$ cat src/rtl/fetch_aligner.sv
// Fetch aligner: turns a stream of word-aligned 32-bit fetch words into whole
// RVC (16-bit) or 32-bit instructions, each tagged with its PC and byte size.
module fetch_aligner #(
    parameter int unsigned      PC_W     = 32,
    parameter logic [PC_W-1:0]  RESET_PC = '0
) (
    input  logic            clk,
    input  logic            rst,
    input  logic            fetch_valid,
    output logic            fetch_ready,
    input  logic [31:0]     fetch_data,
    input  logic            flush,
    input  logic [PC_W-1:0] flush_pc,
    output logic            instr_valid,
    input  logic            instr_ready,
    output logic [31:0]     instr_data,
    output logic [2:0]      instr_size,
    output logic [PC_W-1:0] instr_pc
);

    // StSkip: the next accepted word's low halfword lies before the target PC.
    typedef enum logic {StRun, StSkip} state_t;

    localparam state_t RESET_STATE = RESET_PC[1] ? StSkip : StRun;

    state_t          state_q, state_d;
    logic [2:0]      cnt_q, cnt_d;
    logic [15:0]     hw_q [4];
    logic [15:0]     hw_d [4];
    logic [PC_W-1:0] pc_q, pc_d;

    logic            compressed;
    logic            out_fire;
    logic            fetch_fire;
    logic [2:0]      consumed;
    logic [2:0]      appended;
    logic [2:0]      base;
    logic [PC_W-1:0] flush_target;

    // Output decode straight from registered state; nothing depends on instr_ready.
    always_comb begin
        compressed  = hw_q[0][1:0] != 2'b11;
        instr_valid = ((cnt_q >= 3'd1) && compressed) || (cnt_q >= 3'd2);
        fetch_ready = (cnt_q <= 3'd2) && !flush;
        instr_pc    = pc_q;
        instr_size  = (instr_valid && compressed) ? 3'd2 : 3'd4;
        instr_data  = '0;
        if (instr_valid) begin
            instr_data = compressed ? {16'h0000, hw_q[0]} : {hw_q[1], hw_q[0]};
        end
    end

    // Next state: shift out consumed halfwords, then append the fetch word behind them.
    always_comb begin
        state_d      = state_q;
        pc_d         = pc_q;
        hw_d         = hw_q;
        appended     = 3'd0;
        out_fire     = instr_valid && instr_ready;
        fetch_fire   = fetch_valid && fetch_ready;
        consumed     = out_fire ? (compressed ? 3'd1 : 3'd2) : 3'd0;
        base         = cnt_q - consumed;
        // Bit 0 of the redirect target is forced low.
        flush_target = flush_pc & ~{{(PC_W-1){1'b0}}, 1'b1};

        unique case (consumed)
            3'd1: begin
                hw_d[0] = hw_q[1];
                hw_d[1] = hw_q[2];
                hw_d[2] = hw_q[3];
            end
            3'd2: begin
                hw_d[0] = hw_q[2];
                hw_d[1] = hw_q[3];
            end
            default: ;
        endcase

        if (out_fire) begin
            pc_d = pc_q + {{(PC_W-3){1'b0}}, instr_size};
        end

        // fetch_ready guarantees base <= 2, so base+1 stays inside the buffer.
        if (fetch_fire) begin
            if (state_q == StSkip) begin
                hw_d[base[1:0]] = fetch_data[31:16];
                appended        = 3'd1;
                state_d         = StRun;
            end else begin
                hw_d[base[1:0]]        = fetch_data[15:0];
                hw_d[base[1:0] + 2'd1] = fetch_data[31:16];
                appended               = 3'd2;
            end
        end

        cnt_d = base + appended;

        // Redirect overrides everything, including a same-cycle output handshake.
        if (flush) begin
            cnt_d   = 3'd0;
            pc_d    = flush_target;
            state_d = flush_pc[1] ? StSkip : StRun;
        end
    end

    // State registers with asynchronous active-high reset.
    always_ff @(posedge clk or posedge rst) begin
        if (rst) begin
            state_q <= RESET_STATE;
            cnt_q   <= 3'd0;
            pc_q    <= RESET_PC;
            for (int i = 0; i < 4; i++) begin
                hw_q[i] <= 16'h0000;
            end
        end else begin
            state_q <= state_d;
            cnt_q   <= cnt_d;
            pc_q    <= pc_d;
            for (int i = 0; i < 4; i++) begin
                hw_q[i] <= hw_d[i];
            end
        end
    end

endmodule

$ cat config.mk
export PLATFORM = sky130hd
export DESIGN_NAME = fetch_aligner
export DESIGN_NICKNAME = d
export VERILOG_FILES = /design/src/rtl/fetch_aligner.sv
export SDC_FILE = /design/constraint.sdc
export NUM_CORES = 1
export LEC_CHECK = 0
export CORE_MARGIN = 3
export CORE_UTILIZATION = 54
export CTS_BUF_LIST = sky130_fd_sc_hd__clkbuf_4
export DETAILED_ROUTE_END_ITERATION = 16
export GPL_TIMING_DRIVEN = 0
export HOLD_SLACK_MARGIN = 0.03
export PLACE_DENSITY = 0.84
export SLEW_MARGIN = 20
export SYNTH_ARGS = -nofsm -noshare
export SYNTH_HDL_FRONTEND = slang
export SYNTH_SLANG_ARGS = --single-unit
$ cat constraint.sdc
create_clock -name clk -period 4.12 [get_ports clk]
set_clock_uncertainty 0.05 [all_clocks]
set_input_delay 0.824 -clock clk [delete_from_list [all_inputs] [get_ports clk]]
set_output_delay 0.824 -clock clk [all_outputs]
set_load 0.02 [all_outputs]
# --- Word-level counts from Yosys, hierarchy flattened ---
# Cells that the tools add are included.
classes:
  n_addsub: 4
  mul: 0
  n_div: 0
  n_lt_le_gt_ge: 7
  n_eq_ne: 3
  n_shift: 0
  mux: 24
  bitwise_logic: 2
  reduce_logical: 11
op_table:
  columns: ["operator", "n"]
  rows:
  - ["64-bit bitwise mux", 3]
  - ["32-bit two-way mux", 4]
  - ["64-bit two-way mux", 2]
  - ["16-bit demux with 2-bit select", 2]
  - ["32-bit one-hot mux with 2 select lines", 1]
  - ["16-bit two-way mux", 3]
  - ["32-bit by 3-bit adder with 32-bit output", 1]
  - ["2-bit two-way mux", 4]
  - ["1-bit logical AND", 7]
  - ["3-bit >= comparator, second input constant", 2]
  - ["3-bit by 1-bit < comparator with 1-bit output, second input constant", 2]
  - ["3-bit two-way mux", 2]
  - ["2-bit NOT with 3-bit output", 2]
  - ["2-bit nonzero test", 2]
  - ["3-bit adder", 1]
  - ["3-bit by 1-bit >= comparator with 1-bit output, second input constant", 1]
  - ["3-bit by 2-bit >= comparator with 1-bit output, second input constant", 1]
  - ["3-bit by 2-bit less-or-equal comparator with 1-bit output, second input constant", 1]
  - ["1-bit two-way mux", 3]
  - ["3-bit by 2-bit subtractor with 3-bit output", 1]
  - ["2-bit by 1-bit adder with 2-bit output, second input constant", 1]
  - ["2-bit by 1-bit equality test with 1-bit output, second input constant", 1]
  - ["2-bit equality test, second input constant", 1]
  - ["2-bit != test, second input constant", 1]
  - ["2 further kinds", 2]
word_totals:
  ff_bits: 100
  latch_bits: 0
  mem_bits_rw: 0
  romBits: 0
  in_bits: 69
  out_inout_bits: 69
  memories: 0

# --- Logic depth before layout (Yosys ltp) ---
# Gate-level depths: netlist of the first run.
logic_depth:
  depth_word: 15
  depth_mapped: 14
  ltp_nobuf: 11

# --- Worst setup path before layout of the first run ---
# Ideal clock, no wire load.
synth_path:
  path_type: "in2reg"
  startpoint: "input instr_ready"
  endpoint: "register hw_q[28] in the netlist's numbering"
  setup_ps: 124
  arrival_ps: 3588
  t_required_ps: 3946
  slack_ps: 358
  path_stages: 14
  cell_sequence: "clkbuf_1 > and3_1 > buf_6 > clkbuf_1 > clkbuf_1 > ha_1 > fa_1 > clkbuf_1 > inv_1 > nand2_1 > clkbuf_1 > o21ai_0 > a21oi_1 > a211o_1"
synth_rtl:
  columns: ["item", "line", "text"]
  rows:
  - ["start, declared", "15", "input logic instr_ready,"]
  - ["end signal, assigned by index", "120", "hw_q[i] <= hw_d[i];"]
  - ["end, declared", "28", "logic [15:0] hw_q [4];"]

==> impl_results.md, run 1 <==
* Status: finished clean
* Root Driver: clkbuf_4
* DR iter-0 viols at 1303
* Placed instance area at 0.00824 mm^2
* Worst path required time at 4.47 ns
* Final weighted congestion in routability-driven placement at around 1
* Tcrit/Tclk final at 98.7%
* Cells after Synth at roughly 800
* Fmax at between 200 and 250 MHz
* Synth warn at 0
* Fraction of layout cells with a size suffix above 1 at approximately 5.3%
* Drt pass-1 iters at 7
* Ys flop type: dfrtp_1
* RSZ-0062 raised after global routing: no
* Max-Cap Viols at 0
* Pins over their slew limit at 0
* Hold buffers post-CTS at 0
* Final setup fails at 0
* Leak pwr at approximately 3.3 nW
* Cell Area, Synth at roughly 0.0067 mm^2
* Routed WL at approximately 27 mm
* First-pass GRT wire length at approximately 40 mm
* Total power at 6.21 mW
* Die Y at roughly 120 um
* Post-DRT Antenna Nets at 0
* Die area at between 0.01 and 0.015 mm^2
* HPWL Detailed at roughly 19 mm
* Hold Crit Class: flop to flop
* TritonCTS Buffers at 9
* DR WL/cell at about 24 um
* Clk sinks at 99
* Initial Util at a little under three fifths
* Yosys top cell area share at 37.1%
* FFs w/ async S/R, synth at 100%
* Reg clk slew, reported paths at approximately 0.16 ns
* # port buffers at between 100 and 150
* Count leader, synth: dfrtp_1
* Layout area overhead at 25.7%
* Flops & latches, synth at just under 100
* Post-synth EDFFs at 0
* Vias in the first global route at roughly 7400
* Measured slew at the worst slew-check pin at 0.954 ns
* TritonCTS clock tree: yes
* GR Overflow Total at 0
* Kind of critical path: flop to flop
* Cell area after layout at approximately 0.0084 mm^2
* Placed Cells at approximately 1100
* Clock Tree Buf Depth at 2
* Synth Area per Inst at 8.45 um^2
* Residual DRC count at 0
* Rel. slew slack at a little over a third
* Post CTS Setup Buffer Count at 0
* Finished Layout Cells at between 1000 and 1500
* Die width at 117 um
* Largest net degree at the start of global routing at 67
* Tmin final at 4.06 ns
* I/O Pins at around 140
* Element type at the critical path start: flop
* Worst hold slack at between 0.4 and 0.5 ns
* Clk_lat worst skew at a little over 0.5 ns
* Crit end category: flop
* Nets@finish at 1010
* Cell accounting for the most synthesized area: dfrtp_1
* Initial antenna violation count at 0
* Vias/cell at 7.02
* Final design utilization at slightly above 70%
* IR drop worst, VDD at 0.504 mV
* Core Box Area at 0.0118 mm^2
* Via count at 7718
* Top post-synthesis cells by count: dfrtp_1 (99), nand2_1 (94), o21ai_0 (74), nor2_1 (58), o211ai_1 (58)
* Final Hold Viols at 0
* WP data arrival at approximately 4.4 ns
* Cell Rows at 39
* Cell variety after synth at 46
* Register area share after synthesis at around 37%
* Synth top area cells: dfrtp_1 (37%), o211ai_1 (6.5%), o21ai_0 (5.5%), nand2_1 (5.3%), mux2i_1 (4.9%)
* Overall Global Routing Usage at around two fifths
* Worst-path fanout max at 10
* H-tree level count at 3
* PD cells at 740 mW/mm^2
* Antenna fix cells at 0
[metal layers]
metal / track usage (%) / share of wire (%) / vias up
met5: 0 / 0 / -
met4: 19.9 / 4.9 / 0
met3: 12.3 / 13 / 142
met2: 57.5 / 44 / 645
met1: 50.9 / 38 / 3692
li1: - / - / 3239
[placed cells by master, fill, tap and decap left out, types with 13 or more instances in the layout]
cell,synthesis,routed
a211o_1,31,31
o21ai_0,74,73
dfrtp_1,99,99
mux2i_1,33,33
o22ai_1,16,16
nor2b_1,20,20
inv_1,14,13
a222oi_1,30,30
nand2_1,94,94
a21oi_1,55,54
and2_1,16,16
o211ai_1,58,58
clkbuf_1,55,40
clkdlybuf4s50_1,0,132
xnor2_1,20,20
nor2_1,58,57
[path summary, 6_finish.rpt]
kind | from | cells after the start | to | slack (ns)
max in group asynchronous | rst | 3 | hw_q[22]$_DFF_PP0_ | 2.74
hold reg to reg | hw_q[6]$_DFFE_PP0P_ | 2 | hw_q[6]$_DFFE_PP0P_ | 0.50
hold / removal | hw_q[6]$_DFFE_PP0P_ | 2 | hw_q[6]$_DFFE_PP0P_ | 0.50
setup reg to reg | hw_q[48]$_DFF_PP0_ | 11 | hw_q[63]$_DFF_PP0_ | 0.06
setup / recovery | hw_q[48]$_DFF_PP0_ | 11 | hw_q[63]$_DFF_PP0_ | 0.06
min in group asynchronous | rst | 2 | instr_pc[30]$_DFFE_PP0N_ | 0.61
[critical path, cell delays in order (launching register included)]
cell and delay [ns]:
dfrtp_1 0.49, nand2_1 0.16, and3_1 0.19, buf_6 0.11
clkbuf_1 0.51, clkbuf_4 0.43, ha_1 0.21, fa_2 0.53
inv_1 0.16, clkbuf_1 0.57, o211ai_1 0.19, a211o_1 0.35
[timing repair]
item / in CTS / in global routing
endpoints found under the setup margin: 61 / 71
cloned: 0 / 0
resized for setup: 12 / 14
[area by class of cell]
cell class                      count  area [um^2]
Buffer                             67          312
Multi-Input combinational cell    610         3870
Timing Repair Buffer              133         1350
Clock buffer                        9         67.6
Fill cell                         952         3370
Inverter                           14         57.6
Clock inverter                      4         53.8
Tap cell                          164          205
Sequential cell                    99         2480
[power by group]
| group | switching (mW) | internal [mW] |
|---|---|---|
| Sequential | 0.302 | 1.33 |
| Combinational | 2.51 | 1.52 |
| Clock | 0.355 | 0.177 |
| Total | 3.17 | 3.03 |
[cells by family after synthesis]
family          after synthesis  synth area share (%)
flops                        99                  37.1
fa+ha+maj                     7                  1.65
compound gates              291                  29.5
simple gates                242                  16.8
buf+inv                      82                  5.17
xor+xnor                     31                  4.07
other cells                   1                0.0562
mux                          37                  5.62
[flip-flops by register name (all words and copies together), names as in the netlist]
register  count
cnt_q         3
state_q       1
instr_pc     31
hw_q         64
[stage by stage]
stage	setup WS, ns	setup TNS (ns)
CTS	0.0163	0
global route	0.00507	0
finish	0.0555	0
global placement	-0.876	-128.78
detailed placement	-0.946	-48.42
floorplan	0.358	0
No activity file was read; power rests on OpenSTA's default activity.
==> run 2: changes to the inputs <==
--- a/config.mk
+++ b/config.mk
@@ -12,7 +12,7 @@
 export GPL_TIMING_DRIVEN = 0
 export HOLD_SLACK_MARGIN = 0.03
 export PLACE_DENSITY = 0.84
-export SLEW_MARGIN = 20
+export SLEW_MARGIN = 15
 export SYNTH_ARGS = -nofsm -noshare
 export SYNTH_HDL_FRONTEND = slang
 export SYNTH_SLANG_ARGS = --single-unit
==> impl_results.md, run 2 (synthesis results as in run 1) <==
* Clk_lat worst skew at about 0.52 ns
* Fmax at roughly 250 MHz
* Reg clk slew, reported paths at ~0.17 ns
* Max FFs per register at 64
* Final weighted congestion in routability-driven placement at ~1.0
* Top reg by flops: hw_q
* Worst r2r src: hw_q[48]$_DFF_PP0_
* Cell Rows at 39
* Hold Crit Class: flop to flop
* Die area at about 0.014 mm^2
* DR iter-0 viols at about 1500
* Total power at ~6.2 mW
* Vias in the first global route at ~7300
* Leak pwr at about 3.3 nW
* RSZ-0062 raised after global routing: no
* Die width at 117 um
* WP data arrival at about 4.4 ns
* Final Hold Viols at 0
* Initial Util at 56.8%
* Crit end category: flop
* Routed WL at between 20 and 30 mm
* Most frequent cells in the layout: clkdlybuf4s50_1 (132), dfrtp_1 (99), nand2_1 (94), o21ai_0 (74), o211ai_1 (58)
* Crit path launch: hw_q[48]$_DFF_PP0_
* Status: finished clean
* Final setup fails at 0
* Clk sinks at 99
* Clock Tree Buf Depth at 2
* TritonCTS clock tree: yes
* Worst hold start: hw_q[8]$_DFFE_PP0P_
* PD cells at ~740 mW/mm^2
* I/O Pins at 138
* Vias/cell at 6.84
* H-tree level count at 3
* Worst path required time at 4.49 ns
* Fraction of layout cells with a size suffix above 1 at under 10%
* Measured slew at the worst slew-check pin at approximately 0.94 ns
* TritonCTS Buffers at 9
* Drt pass-1 iters at 9
* Die Y at around 120 um
* Nets@finish at about 1000
* Post-DRT Antenna Nets at 0
* Root Driver: clkbuf_4
* Initial antenna violation count at 1
* Layout area overhead at 25.9%
* GR Overflow Total at 0
* Hold buffers post-CTS at 0
* Via count at around 7600
* HPWL Detailed at between 15 and 20 mm
* DR WL/cell at between 20 and 25 um
* Largest net degree at the start of global routing at 67
* Element type at the critical path start: flop
* First-pass GRT wire length at 40.2 mm
* Final TNS setup at 0 ns
* Overall Global Routing Usage at between 30 and 40%
* # port buffers at approximately 130
* Kind of critical path: flop to flop
* Rel. slew slack at between 30% and 40%
* Tmin final at slightly above 4 ns
* Tcrit/Tclk final at between 90% and 100%
* Core Box Area at between 0.01 and 0.015 mm^2
* Pins over their slew limit at 0
* Worst-path fanout max at 10
* Residual DRC count at 0
* Max-Cap Viols at 0
* Commonest non-fill, non-tap cell in the layout: clkdlybuf4s50_1
* IR drop worst, VDD at 0.454 mV
[run 2: cell types whose count changed in the layout (fill, tap and decap cells not counted), moves of 2 or more]
cell        delta
clkinvlp_4     -2
clkbuf_2       -5
clkbuf_1       +5
clkinv_1       +2
[run 2: critical path: stages, from the launching register on]
cell,delay (ns)
dfrtp_1,0.50
nand2_1,0.15
nor3b_2,0.33
clkbuf_2,0.40
buf_2,0.45
fa_1,0.56
clkbuf_1,0.22
inv_1,0.15
clkbuf_1,0.59
o211ai_1,0.22
a211o_1,0.32
[run 2: layout make-up]
type	count	area [um^2]
multi-input cells	610	3870
fillers	966	3350
flip-flops and latches	99	2480
repair buffers	133	1350
plain buffers	67	305
well taps	164	205
clock inverters	7	75.1
clock buffers	9	67.6
inverters	14	57.6
diodes	1	2.50
[run 2: metal layers]
layer  track usage (%)  wire [um]  vias up
li1                  -          -     3245
met1              50.2      10000     3567
met2              57.8      11700      609
met3              13.5       3610      132
met4              18.2       1180        0
met5                 0          0        -
[run 2: final timing paths]
check / endpoint / slack (ns) / cells past startpoint
min: hw_q[8]$_DFFE_PP0P_ / 0.49 / 2
min in group asynchronous: instr_pc[30]$_DFFE_PP0N_ / 0.60 / 2
max in group asynchronous: hw_q[54]$_DFF_PP0_ / 2.75 / 3
min reg2reg: hw_q[8]$_DFFE_PP0P_ / 0.49 / 2
max: hw_q[21]$_DFF_PP0_ / 0.06 / 10
max reg2reg: hw_q[21]$_DFF_PP0_ / 0.06 / 10
[run 2: what timing repair did]
item,4_1_cts,5_1_grt
resized for setup,11,4
setup buffers,0,0
setup endpoints to repair,62,63
endpoints found under the hold margin,0,0
[run 2: metrics by stage]
step                      utilization, %  instance area, um^2  worst slack [ns]  hold WS (ns)  cells
after floorplan                        -                 6680             0.358         0.421    791
after global placement              69.8                 8210            -0.876         0.441   1087
after detailed placement            70.1                 8240             -1.05         0.453   1088
after CTS                           71.4                 8400            0.0187         0.488   1104
after global routing                71.5                 8410            0.0188         0.518   1104
final                               71.5                 8410            0.0606         0.490   1104
[run 2: where the power goes]
| part | internal, mW | leakage [nW] | switching (mW) |
|---|---|---|---|
| combinational | 1.52 | 2.03 | 2.53 |
| sequential | 1.33 | 1.20 | 0.301 |
| clock | 0.191 | 0.0779 | 0.378 |
| total | 3.04 | 3.30 | 3.21 |
==> run 3: changes to the inputs <==
--- a/config.mk
+++ b/config.mk
@@ -10,7 +10,7 @@
 export CTS_BUF_LIST = sky130_fd_sc_hd__clkbuf_4
 export DETAILED_ROUTE_END_ITERATION = 16
 export GPL_TIMING_DRIVEN = 0
-export HOLD_SLACK_MARGIN = 0.03
+export HOLD_SLACK_MARGIN = 0.12
 export PLACE_DENSITY = 0.84
 export SLEW_MARGIN = 15
 export SYNTH_ARGS = -nofsm -noshare
==> results of run 3 <==
No change in the layout: final DEF, timing and power equal those of run 2.
